**src/rtl/stoch_decode_mat.sv**
```systemverilog
// Stochastic-to-binary decoder: counts ones per element of a row-major bitstream
// vector over a fixed window of 2^WINDOW_LOG2 clocks, with a start/valid handshake.
module stoch_decode_mat #(
  parameter int unsigned NUM_ROWS    = 2,
  parameter int unsigned NUM_COLS    = 2,
  parameter int unsigned WINDOW_LOG2 = 8
) (
  input  logic                                          CLK,
  input  logic                                          nRST,
  input  logic                                          start,
  input  logic [NUM_ROWS*NUM_COLS-1:0]                  X,
  output logic [NUM_ROWS*NUM_COLS*(WINDOW_LOG2+1)-1:0]  Y,
  output logic                                          valid,
  output logic                                          busy
);

  localparam int unsigned N = NUM_ROWS * NUM_COLS;
  localparam int unsigned W = WINDOW_LOG2 + 1;

  typedef enum logic {IDLE, COUNT} state_t;

  state_t                 state;
  logic [WINDOW_LOG2-1:0] win_cnt;
  logic [W-1:0]           acc [N];

  always_ff @(posedge CLK or negedge nRST) begin
    if (!nRST) begin
      state   <= IDLE;
      win_cnt <= '0;
      Y       <= '0;
      valid   <= 1'b0;
      busy    <= 1'b0;
      for (int unsigned k = 0; k < N; k++) acc[k] <= '0;
    end else begin
      valid <= 1'b0;
      case (state)
        IDLE: begin
          // X on the accepting edge is deliberately not sampled.
          if (start) begin
            state   <= COUNT;
            busy    <= 1'b1;
            win_cnt <= '0;
            for (int unsigned k = 0; k < N; k++) acc[k] <= '0;
          end
        end
        COUNT: begin
          win_cnt <= win_cnt + WINDOW_LOG2'(1);
          for (int unsigned k = 0; k < N; k++) acc[k] <= acc[k] + W'(X[k]);
          // Last sample of the window is folded straight into Y.
          if (win_cnt == '1) begin
            for (int unsigned k = 0; k < N; k++) Y[k*W +: W] <= acc[k] + W'(X[k]);
            valid   <= 1'b1;
            busy    <= 1'b0;
            state   <= IDLE;
            win_cnt <= '0;
          end
        end
        default: begin
          state <= IDLE;
          busy  <= 1'b0;
        end
      endcase
    end
  end

endmodule

```
**config.mk**
```make
export PLATFORM = sky130hd
export DESIGN_NAME = stoch_decode_mat
export DESIGN_NICKNAME = d
export VERILOG_FILES = /design/src/rtl/stoch_decode_mat.sv
export SDC_FILE = /design/constraint.sdc
export NUM_CORES = 1
export LEC_CHECK = 0
export CAP_MARGIN = 0
export CORE_MARGIN = 5
export CORE_UTILIZATION = 40
export DETAILED_ROUTE_END_ITERATION = 16
export HOLD_SLACK_MARGIN = 0.12
export MAX_ROUTING_LAYER = met4
export PLACE_DENSITY_LB_ADDON = 0.08
export SLEW_MARGIN = 20
export SYNTH_ARGS = -nofsm -noshare
export SYNTH_HDL_FRONTEND = slang
export SYNTH_SLANG_ARGS = --single-unit
```
**constraint.sdc**
```tcl
create_clock -name CLK -period 2.3 [get_ports CLK]
set_clock_uncertainty 0.1 [all_clocks]
set_input_delay 0.46 -clock CLK [delete_from_list [all_inputs] [get_ports CLK]]
set_output_delay 0.46 -clock CLK [all_outputs]
set_load 0.01 [all_outputs]
```
==> impl_results.md <==
* Critical Path Max Stage Delay at 0.43 ns
* Post-route DRC at 0
* Syn-to-layout area delta at 22.1%
* CP required at 2.43 ns
* Async SR Flop Fraction at 100%
* Die Span Y at 110 um
* Yosys cell types at 39
* Clk sinks at 83
* Placed cells at 572
* Number of antenna violations at the first check in global routing at 0
* Hold_ws at 0.408 ns
* Die area at 12100 um2
* CTS root buf: clkbuf_8
* Syn Area/Cell at 9.97 um2
* Sequential share of the synthesized area at 52.0%
* Data arrival, critical path at 2.14 ns
* Crit path kind: reg2reg
* Largest net degree at the start of global routing at 59
* Final hold vios at 0
* RD Place Congestion at 0.779
* DPL Wire Length at 5.43 mm
* Cell chain of the critical path: ha_1, nand3_2, nor3_4, buf_12, mux2_2
* Max H-tree Level at 3
* Final setup viols at 0
* Startpoint types: register
* Routed Wire Length at 8.01 mm
* Core ar. at 9770 um2
* Initial core utilization at 40.9%
* Fin crit share at 87.6%
* Syn Inst Count at 401
* GRT Resource Usage Total at 14.8%
* Max-cap violations at 0
* Synth Cell Area at 4000 um2
* Clock Latency Late Sink at 0.35 ns
* Worst path slowest cell: dfrtp_1
* Leak Pwr at 2.10 nW
* Worst IR Drop VDD at 0.000487 V
* Max-slew headroom at 65.4%
* Port bufs at 44
* F_max at 496 MHz
* Tmin final at 2.01 ns
* Rows at 36
* Clock transition at path regs at 0.08 ns
* Grt ovf at 0
* Final nets at 467
* Synthesis Warnings at 0
* First-pass GRT wire length at 13.7 mm
* # diodes at 0
* Crit end category: register
* #FFs+latches synth at 83
* Starting DRT DRC Count at 116
* HP Class: reg2reg
* Wire per inst at 13.6 um
* # resized after CTS at 0
* Die width at 110 um
* CTS tree: yes
* Post-DP Area at 4650 um2
* Max Root-Sink Buffers at 2
* Final ANT Viol Nets at 0
* Pwr dens at 1060 nW/um2
* RSZ-0062 raised after global routing: false
* Via density at 5.00
* Vias in the first global route at 2935
* Vias after detailed routing at 2943
* CP max FO at 58
* Most used DFF post-synth: dfrtp_1
* Final non-filler cell total at 589
* Final slew viol count at 0
* IO Count at 45
* Layout cell share with drive strength beyond 1 at 11.8%
* Final instance area at 4880 um2
* CTS Buf Count at 9
* Syn Nets at 417
* Status: finished clean
* Slew @ Worst Pin at 0.519 ns
* DRT Pass-1 Iters at 4
* EDFF count, synth at 0
## worst paths after layout
kind                            slack [ns]  endpoint       start  cells after the start
worst max-delay path                  0.29     Y[19]  win_cnt[0]                      5
worst min-delay path                  0.41   acc[35]     acc[35]                      1
worst max register to register        0.29     Y[19]  win_cnt[0]                      5
worst min register to register        0.41   acc[35]     acc[35]                      1
max in group asynchronous             1.01   acc[12]        nRST                      3
min in group asynchronous             0.53   acc[32]        nRST                      2
## flip-flops by register name, summed over array words and instances (netlist names)
name     flops
win_cnt      8
Y           36
busy         1
valid        1
acc         36
state        1
## routing by layer
| layer | track usage [%] | routed length [um] |
|---|---|---|
| met5 | - | 0 |
| met3 | 2.58 | 227 |
| met2 | 22.8 | 3720 |
| met4 | 5.43 | 80 |
| met1 | 19.6 | 3980 |
## cells in the mapped netlist, types with 6 or more instances
| master | number | area [um2] |
|---|---|---|
| a21o_1 | 6 | 45.0 |
| a21oi_1 | 42 | 210 |
| and3_1 | 11 | 68.8 |
| buf_2 | 6 | 30.0 |
| clkbuf_1 | 14 | 52.6 |
| dfrtp_1 | 83 | 2080 |
| ha_1 | 9 | 113 |
| inv_1 | 10 | 37.5 |
| mux2_2 | 12 | 135 |
| nand2_1 | 32 | 120 |
| nand3_1 | 20 | 100 |
| nor2_1 | 33 | 124 |
| nor2b_1 | 9 | 56.3 |
| nor3b_1 | 6 | 45.0 |
| o21ai_0 | 29 | 145 |
| o22ai_1 | 6 | 37.5 |
| xnor2_1 | 24 | 210 |
## through the flow
step	utilization, %	setup TNS [ns]	total power [mW]	setup WS [ns]
after floorplan	-	0	3.39	0.522
after CTS	49.9	0	5.28	0.262
after detailed placement	47.6	-0.0103	4.10	-0.0103
after global routing	49.9	0	5.60	0.115
after global placement	47.6	0	4.05	0.0189
final	49.9	0	5.19	0.285
## layout make-up
cell class | count | area (um2)
Multi-Input combinational cell | 284 | 1770
Clock inverter | 6 | 90.1
Clock buffer | 10 | 128
Timing Repair Buffer | 63 | 608
Tap cell | 133 | 166
Inverter | 10 | 37.5
Sequential cell | 83 | 2080
Fill cell | 955 | 4890
## critical path, delay by kind of cell, from the launching register on
family	cells	cell delay, ns
adder cells (fa/ha/maj)	1	0.25
buffers and inverters	1	0.30
flip-flops	1	0.43
multiplexers	1	0.37
AND/OR/NAND/NOR	2	0.44
## power breakdown
| part | switching [mW] | total, mW | leakage (nW) | internal [mW] |
|---|---|---|---|---|
| clock network | 0.533 | 1.15 | 0.106 | 0.614 |
| registers | 0.454 | 2.39 | 0.977 | 1.94 |
| logic | 0.741 | 1.65 | 1.02 | 0.908 |
| total | 1.73 | 5.19 | 2.10 | 3.46 |
## cell usage in the layout (no fill, tap or decap), types with 2 or more instances in the layout
cell              n
clkdlybuf4s50_1  43
o21ai_0          29
xor2_1            5
a21o_1            6
a31o_2            3
a31oi_1           5
buf_4            17
xnor2_1          24
and3_1           11
nor3b_1           6
a41oi_1           2
clkbuf_8          9
mux2i_1           5
nand4_1           5
nand2b_1          4
dfrtp_1          82
a22o_1            4
mux2_2           12
a21oi_1          42
clkinv_4          2
bufinv_16         2
nor2b_1           9
o22ai_1           6
and4_1            2
inv_1            10
nand2_1          32
nand3_1          20
nor2_1           32
buf_12            2
ha_1              9
## cell families (layout without fill, tap and decap cells)
kind of cell / count (synthesis) / after routing / share of synthesized area (%)
multiplexers: 17 / 17 / 4.63
AO/OA/AOI/OAI: 100 / 100 / 14.3
adder cells (fa/ha/maj): 9 / 9 / 2.82
XOR/XNOR: 29 / 29 / 6.36
flip-flops: 83 / 83 / 52.0
AND/OR/NAND/NOR: 129 / 129 / 16.2
buffers and inverters: 34 / 89 / 3.76
## timing repair
item                      in CTS  in global routing
hold endpoints to repair      36                  0
setup buffers                  0                  0
hold buffers                   1                  0
Power figures use the tool's default switching activity.
